File: config.mk
export PLATFORM = sky130hd
export DESIGN_NAME = mac_seq_ctrl_flat
export DESIGN_NICKNAME = d
export VERILOG_FILES = /design/src/rtl/mac_seq_ctrl_pkg.sv /design/src/rtl/mac_seq_ctrl_if.sv /design/src/rtl/mac_seq_ctrl.sv /design/src/flat_wrapper.sv
export SDC_FILE = /design/constraint.sdc
export NUM_CORES = 1
export LEC_CHECK = 0
export ABC_AREA = 1
export CORE_MARGIN = 2
export CORE_UTILIZATION = 34
export DETAILED_ROUTE_END_ITERATION = 16
export PLACE_DENSITY_LB_ADDON = 0.08
export SLEW_MARGIN = 20
export SYNTH_ARGS = -nofsm -noshare
export SYNTH_HDL_FRONTEND = slang
export SYNTH_SLANG_ARGS = --single-unit
File: constraint.sdc
create_clock -name clk -period 3.6 [get_ports clk]
set_input_delay 0.36 -clock clk [delete_from_list [all_inputs] [get_ports clk]]
set_output_delay 0.36 -clock clk [all_outputs]
set_load 0.02 [all_outputs]
File: src/rtl/mac_seq_ctrl_pkg.sv
// Shared types for the MAC sequencer: operand number format, the Scalar beat and FSM encodings.
`ifndef NUMBER
`define NUMBER logic [31:0]
`endif

package mac_seq_ctrl_pkg;

  typedef `NUMBER number_t;

  typedef struct packed {
    number_t value;
    logic    valid;
  } scalar_t;

  localparam logic [2:0] StIdle   = 3'd0;
  localparam logic [2:0] StClear  = 3'd1;
  localparam logic [2:0] StStream = 3'd2;
  localparam logic [2:0] StDrain  = 3'd3;
  localparam logic [2:0] StHold   = 3'd4;

endpackage

File: src/rtl/mac_seq_ctrl_if.sv
// Bundle between the tile scheduler, operand buffers, MAC and result consumer.
// master = sequencer side, slave = environment side.
interface mac_seq_ctrl_if #(
  parameter int unsigned K_W = 10
) ();
  import mac_seq_ctrl_pkg::*;

  logic           start;
  logic [K_W-1:0] k_len;
  logic           busy;
  logic           rd_en;
  logic [K_W-1:0] rd_addr;
  number_t        rd_data_a;
  number_t        rd_data_b;
  logic           mac_clear;
  scalar_t        mac_data;
  scalar_t        mac_weight;
  number_t        mac_out;
  logic           res_valid;
  logic           res_ready;
  number_t        res_data;

  modport master (
    input  start, k_len, rd_data_a, rd_data_b, mac_out, res_ready,
    output busy, rd_en, rd_addr, mac_clear, mac_data, mac_weight, res_valid, res_data
  );

  modport slave (
    output start, k_len, rd_data_a, rd_data_b, mac_out, res_ready,
    input  busy, rd_en, rd_addr, mac_clear, mac_data, mac_weight, res_valid, res_data
  );

endinterface

File: src/rtl/mac_seq_ctrl.sv
// Dot-product sequencer: clears the MAC, streams K operand pairs, then holds the result.
// Optional MAC_SEQ_PERF_EN adds perf_cycles / perf_jobs counters.
module mac_seq_ctrl
  import mac_seq_ctrl_pkg::*;
#(
  parameter int unsigned K_W = 10
) (
  input  logic                clk,
  input  logic                rst_n,
  mac_seq_ctrl_if.master      bus
`ifdef MAC_SEQ_PERF_EN
  ,
  output logic [31:0]         perf_cycles,
  output logic [31:0]         perf_jobs
`endif
);

  logic [2:0]     state_q, state_d;
  logic [K_W-1:0] k_q, k_d;
  logic [K_W-1:0] addr_q, addr_d;
  logic           beat_vld_q, beat_vld_d;
  logic           rd_en;

  always_comb begin
    state_d = state_q;
    k_d     = k_q;
    addr_d  = addr_q;
    case (state_q)
      StIdle: begin
        if (bus.start) begin
          k_d     = bus.k_len;
          addr_d  = '0;
          state_d = StClear;
        end
      end
      StClear: begin
        if (k_q == '0) begin
          state_d = StHold;
        end else if (k_q == K_W'(1)) begin
          state_d = StDrain;
        end else begin
          addr_d  = K_W'(1);
          state_d = StStream;
        end
      end
      StStream: begin
        // Last index issued this cycle; park the address so it never wraps.
        if (addr_q == k_q - K_W'(1)) begin
          addr_d  = '0;
          state_d = StDrain;
        end else begin
          addr_d = addr_q + K_W'(1);
        end
      end
      StDrain: state_d = StHold;
      StHold: begin
        if (bus.res_ready) state_d = StIdle;
      end
      default: state_d = StIdle;
    endcase
  end

  assign rd_en      = ((state_q == StClear) && (k_q != '0)) || (state_q == StStream);
  assign beat_vld_d = rd_en;

  always_ff @(posedge clk or negedge rst_n) begin
    if (!rst_n) begin
      state_q    <= StIdle;
      k_q        <= '0;
      addr_q     <= '0;
      beat_vld_q <= 1'b0;
    end else begin
      state_q    <= state_d;
      k_q        <= k_d;
      addr_q     <= addr_d;
      beat_vld_q <= beat_vld_d;
    end
  end

  assign bus.busy       = (state_q != StIdle);
  assign bus.rd_en      = rd_en;
  assign bus.rd_addr    = addr_q;
  assign bus.mac_clear  = (state_q == StClear);
  assign bus.mac_data   = '{value: bus.rd_data_a, valid: beat_vld_q};
  assign bus.mac_weight = '{value: bus.rd_data_b, valid: beat_vld_q};
  assign bus.res_valid  = (state_q == StHold);
  assign bus.res_data   = bus.mac_out;

`ifdef MAC_SEQ_PERF_EN
  logic [31:0] cyc_q, cyc_d;
  logic [31:0] perf_cycles_q, perf_cycles_d;
  logic [31:0] perf_jobs_q, perf_jobs_d;

  always_comb begin
    cyc_d         = cyc_q;
    perf_cycles_d = perf_cycles_q;
    perf_jobs_d   = perf_jobs_q;
    if (state_q == StIdle) begin
      cyc_d = '0;
    end else if (state_q != StHold) begin
      cyc_d = cyc_q + 32'd1;
    end
    // Count includes the cycle in which HOLD is being entered.
    if ((state_d == StHold) && (state_q != StHold)) perf_cycles_d = cyc_q + 32'd1;
    if ((state_q == StHold) && bus.res_ready) perf_jobs_d = perf_jobs_q + 32'd1;
  end

  always_ff @(posedge clk or negedge rst_n) begin
    if (!rst_n) begin
      cyc_q         <= '0;
      perf_cycles_q <= '0;
      perf_jobs_q   <= '0;
    end else begin
      cyc_q         <= cyc_d;
      perf_cycles_q <= perf_cycles_d;
      perf_jobs_q   <= perf_jobs_d;
    end
  end

  assign perf_cycles = perf_cycles_q;
  assign perf_jobs   = perf_jobs_q;
`endif

endmodule

File: src/flat_wrapper.sv
// flat-port wrapper written by rule: the top's interface ports become plain ports
module mac_seq_ctrl_flat import mac_seq_ctrl_pkg::*;
#(
  parameter int unsigned K_W = 10
)
  (clk, rst_n, bus_start, bus_k_len, bus_rd_data_a, bus_rd_data_b, bus_mac_out, bus_res_ready, bus_busy, bus_rd_en, bus_rd_addr, bus_mac_clear, bus_mac_data, bus_mac_weight, bus_res_valid, bus_res_data);
  mac_seq_ctrl_if #(.K_W(K_W)) bus_i ();
  input  logic clk;
  input  logic rst_n;
  input wire logic [$bits(bus_i.start)-1:0] bus_start;
  input wire logic [$bits(bus_i.k_len)-1:0] bus_k_len;
  input wire logic [$bits(bus_i.rd_data_a)-1:0] bus_rd_data_a;
  input wire logic [$bits(bus_i.rd_data_b)-1:0] bus_rd_data_b;
  input wire logic [$bits(bus_i.mac_out)-1:0] bus_mac_out;
  input wire logic [$bits(bus_i.res_ready)-1:0] bus_res_ready;
  output wire logic [$bits(bus_i.busy)-1:0] bus_busy;
  output wire logic [$bits(bus_i.rd_en)-1:0] bus_rd_en;
  output wire logic [$bits(bus_i.rd_addr)-1:0] bus_rd_addr;
  output wire logic [$bits(bus_i.mac_clear)-1:0] bus_mac_clear;
  output wire logic [$bits(bus_i.mac_data)-1:0] bus_mac_data;
  output wire logic [$bits(bus_i.mac_weight)-1:0] bus_mac_weight;
  output wire logic [$bits(bus_i.res_valid)-1:0] bus_res_valid;
  output wire logic [$bits(bus_i.res_data)-1:0] bus_res_data;
  assign bus_i.start = bus_start;
  assign bus_i.k_len = bus_k_len;
  assign bus_i.rd_data_a = bus_rd_data_a;
  assign bus_i.rd_data_b = bus_rd_data_b;
  assign bus_i.mac_out = bus_mac_out;
  assign bus_i.res_ready = bus_res_ready;
  assign bus_busy = bus_i.busy;
  assign bus_rd_en = bus_i.rd_en;
  assign bus_rd_addr = bus_i.rd_addr;
  assign bus_mac_clear = bus_i.mac_clear;
  assign bus_mac_data = bus_i.mac_data;
  assign bus_mac_weight = bus_i.mac_weight;
  assign bus_res_valid = bus_i.res_valid;
  assign bus_res_data = bus_i.res_data;
  mac_seq_ctrl #(.K_W(K_W)) u_core (.clk(clk), .rst_n(rst_n), .bus(bus_i));
endmodule
# Word-level counts from Yosys, hierarchy flattened
# Cells that the tools add are included.
# op_classes
add_sub_neg	2
n_eq_ne	11
muxes	11
reduce_logical	10
# op_table
operator	n
10-bit two-way mux	4
10-bit one-hot mux with 3 select lines	1
3-bit one-hot mux with 5 select lines	1
3-bit two-way mux	4
10-bit by 1-bit adder with 10-bit output, second input constant	1
10-bit by 1-bit == test with 1-bit output, second input constant	1
10-bit == test	1
10-bit zero test	1
10-bit nonzero test	1
10-bit by 1-bit subtractor with 10-bit output, second input constant	1
2-bit inequality test, second input constant	4
3-bit by 2-bit == test with 1-bit output, second input constant	2
3-bit nonzero test	2
4-bit AND reduction	1
3-bit by 1-bit == test with 1-bit output, second input constant	1
3-bit == test, second input constant	1
3-bit zero test	1
3-bit AND reduction	1
2-bit by 1-bit inequality test with 1-bit output, second input constant	1
2-bit AND reduction	1
1-bit logical AND	1
1-bit logical OR	1
1-bit two-way mux	1
# word_totals
regBits	24

# Longest topological paths before layout
# depth
word_depth	4
mapped_depth	15
mapped_depth_nobuf	15

# Worst setup path before layout
# No wires, ideal clock.
# synth_path
kind	register to register
startpoint	register u_core.k_q[0]
endpoint	register u_core.addr_q[0] (netlist: u_core.bus.rd_addr[0])
t_arrival_ps	1566
required_ps	3467
slack_ps	1901
path_stages_with_launch	14
path_buffers	0
period_less_slack_ps	1699
cell_sequence	dfrtp_1 > inv_1 > ha_1 > inv_1 > nand2_1 > nand3_1 > nand2_1 > nand2_1 > nor2_1 > nand2_1 > nor2_1 > nand2_2 > nand2_4 > o21ai_1
# synth_via
elab_chain_cells	4
# synth_rtl
item	line_no	rtl
start, declared	mac_seq_ctrl.sv:19	logic [K_W-1:0] k_q, k_d;
start signal, assigned	mac_seq_ctrl.sv:74	k_q <= k_d;
10-bit by 1-bit subtractor with 10-bit output	mac_seq_ctrl.sv:48	if (addr_q == k_q - K_W'(1)) begin
10-bit == test	mac_seq_ctrl.sv:48	
10-bit two-way mux	mac_seq_ctrl.sv:48	
10-bit one-hot mux with 3 select lines	mac_seq_ctrl.sv:28	case (state_q)
end signal, assigned	mac_seq_ctrl.sv:75	addr_q <= addr_d;
end, declared	mac_seq_ctrl.sv:20	logic [K_W-1:0] addr_q, addr_d;
# Parallel ways exist; a longest one is shown, timed or not.
# A chain may end at the register's enable or synchronous reset.

# Worst setup path after layout
# layout_path
startpoint	register u_core.k_q[0]
endpoint	output bus_rd_en
# layout_via
elab_chain_cells	3
# layout_rtl
item	line_no	rtl
10-bit nonzero test	mac_seq_ctrl.sv:63	assign rd_en = ((state_q == StClear) && (k_q != '0)) || (state_q == StStream);
1-bit logical AND	mac_seq_ctrl.sv:63	
1-bit logical OR	mac_seq_ctrl.sv:63	
end, declared	flat_wrapper.sv:17	output wire logic [$bits(bus_i.rd_en)-1:0] bus_rd_en;
# No other way between the ends.

==> run_results.csv <==
group,metric,value,unit
logic_synthesis,yosys_warnings,0,
worst_setup_path,reg2reg_depth,13,
floorplan,ios,222,
floorplan,floorplan.die_area,0.00780,sq mm
timing,max_freq,0.409,GHz
clock_tree,htree_levels,1,
floorplan,die_h,88.3,um
worst_setup_path,worstReg2RegEnd,"u_core.bus.rd_addr[7]",
route,wl,5590,um
power,p_total,1.41,mW
power,p_leak,1.02,nW
logic_synthesis,synth_cells,355,
final_layout,n_antenna_cell,0,
global_route,grt_pass1_vias,1774,
timing,worstMarginPinSlew,765,ps
final_layout,area_growth,-11.7,%
logic_synthesis,synth.distinct_cells,22,
worst_setup_path,startpoint_type,"register",
clock_tree,cts.clk_slew.worst_paths,90,ps
worst_setup_path,worst-path-max-fanout,6,
logic_synthesis,synth_fp_nets,469,
timing,min_period_over_period,68.0,%
final_layout,fin_area,0.00213,sq mm
final_layout,n_fill_cell,776,
clock_tree,clockRootBuffer,"clkbuf_8",
job,max-cap-violations,0,
route,drt-wirelength-per-cell,14.6,um
global_route,antenna_found_initial,0,
logic_synthesis,synth_area,0.00242,sq mm
floorplan,die_w,88.3,um
global_route,grt_max_degree,25,
final_layout,ff_latch_area,601,sq um
timing,timing.slew.headroom,48.9,%
global_route,grt_use_total,15.0,%
floorplan,coreArea,0.00683,sq mm
route,vias_per_cell,4.39,
worst_setup_path,endpoint_kind,"output pin",
final_layout,nets,404,
logic_synthesis,ys_ff_latch,24,
route,num_vias,1686,
timing,grt_setup_unrepaired,"no",
outcome,status,"completed",
final_layout,multi_input_area,925,sq um
clock_tree,cts_hold_buf,0,
timing,finalCriticalPeriod,2450,ps
clock_tree,cts_buffers,3,
timing,finalHoldViolations,0,
route,drt_first_pass_iters,4,
route,ant_nets,0,
worst_setup_path,r2r_start,"u_core.k_q[0]",
floorplan,rows,30,
logic_synthesis,ys_seq_area_share,24.8,%
placed_design,finalWeightedCongestion,0.771,
global_route,overflow,0,
timing,finalSetupViolCount,0,
timing,skew,4.87,ps
placed_design,placed_cell_area,0.00209,sq mm
final_layout,drive_gt1_share,5.56,%
clock_tree,post_cts_buffers,0,
clock_tree,clock_latency,270,ps
timing,whs,449,ps
power,peakVddDrop,0.461,mV
clock_tree,clkSinkCount,24,
power,p_per_area,659,mW/mm^2
clock_tree,cts.path.max_buffers,2,
worst_setup_path,crit_type,"register to output pin",
worst_setup_path,crit_arrival,2090,ps
clock_tree,cts_tree,"done",
route,drtIter0Drc,62,
route,drc_errors,0,
placed_design,place_hpwl,4270,um
timing,slew_viol_final,0,
floorplan,initial_core_util,35.4,%
worst_setup_path,ff2ff_setup_slack,1630,ps
global_route,grt_pass1_wl,8890,um
worst_setup_path,worstPathRequired,3240,ps
placed_design,port_buffers,29,
min_path,holdCritPathClass,"input port to asynchronous set/reset pin",
logic_synthesis,syn_avg_cell_area,6.81,sq um
clock_tree,cts_resized,0,
timing,finalSetupTns,0,ps
[area by class of cell]
cell class / instances / share of cell area (%)
inverter: 40 / 7.03
tap: 96 / 5.63
multi-input combinational: 191 / 43.3
timing repair buffer: 30 / 14.0
sequential: 24 / 28.1
clock buffer: 3 / 1.93
[where the power goes]
group	leakage, nW	total, mW	internal [mW]	switching (mW)
Clock	0.0216	0.172	0.0752	0.0971
Combinational	0.703	0.783	0.282	0.502
Sequential	0.295	0.452	0.355	0.0971
Total	1.02	1.41	0.712	0.696
[worst max-delay path, stage by stage (launching register included)]
cell and delay [ps]:
dfrtp_1 400, inv_1 130, ha_1 220, nand3_1 100
inv_1 70, o21ai_0 240, clkdlybuf4s50_1 660
[metrics by stage]
step	worst slack, ps	util, %	instances
final	1150	31.2	384
after global routing	971	31.2	384
after CTS	1130	31.2	384
after detailed placement	1460	30.6	381
after global placement	1500	30.6	381
after floorplan	1900	-	355
[routing by layer]
metal,share of wire [%],up-vias,global-route usage (%)
met2,47,59,25.8
li1,-,858,-
met5,0,-,0
met4,2.1,0,4.96
met1,44,751,18.1
met3,6.5,18,4.10
[layout by cell type (no fill, tap or decap), drive strengths merged]
master,Yosys,final
xor2,4,4
ha,4,4
clkinv,1,1
xnor2,4,4
dfrtp,24,24
or2,1,1
clkbuf,2,3
nor2,38,38
buf,98,1
nand4,3,3
clkdlybuf4s50,0,29
a21oi,13,13
nand3b,3,3
o21ai,16,16
nand2,81,81
inv,39,39
nor3,2,2
nand3,22,22
[state kept, by name, indices dropped and copies added (netlist names)]
name	cells
u_core.state_q	3
u_core.k_q	10
u_core.beat_vld_q	1
u_core.bus.rd_addr	10
[Yosys cell counts]
cell type | instances | area (sq um)
buf_4 | 98 | 736
nand2_1 | 75 | 282
inv_1 | 39 | 146
nor2_1 | 32 | 120
dfrtp_1 | 24 | 601
nand3_1 | 22 | 110
a21oi_1 | 13 | 65.1
o21ai_0 | 11 | 55.1
nand2_2 | 5 | 31.3
o21ai_1 | 5 | 25.0
ha_1 | 4 | 50.1
nor2_2 | 4 | 25.0
xnor2_1 | 4 | 35.0
xor2_1 | 4 | 35.0
nand3b_1 | 3 | 22.5
nand4_1 | 3 | 18.8
clkbuf_1 | 2 | 7.51
nor2_4 | 2 | 22.5
nor3_1 | 2 | 10.0
clkinv_1 | 1 | 3.75
nand2_4 | 1 | 11.3
or2_1 | 1 | 6.26
[cell families after synthesis]
kind of cell	count (synthesis)	share of synthesized area (%)
adders and majority gates	4	2.07
buffers and inverters	140	36.9
AOI/OAI and AO/OA	29	6.00
DFF	24	24.8
and+or+nand+nor	150	27.3
xor gates and xnor gates	8	2.90
[how the worst max path moves through the flow]
stage                             start                    end  slack (ps)  cells after the start
final                     u_core.k_q[0]              bus_rd_en        1150                      6
after global routing      u_core.k_q[0]              bus_rd_en         970                      6
after CTS                 u_core.k_q[0]              bus_rd_en        1130                      6
after detailed placement  u_core.k_q[0]              bus_rd_en        1460                      6
after global placement    u_core.k_q[0]              bus_rd_en        1500                      6
after floorplan           u_core.k_q[0]  u_core.bus.rd_addr[0]        1900                     13
No activity file was read; power rests on OpenSTA's default activity.
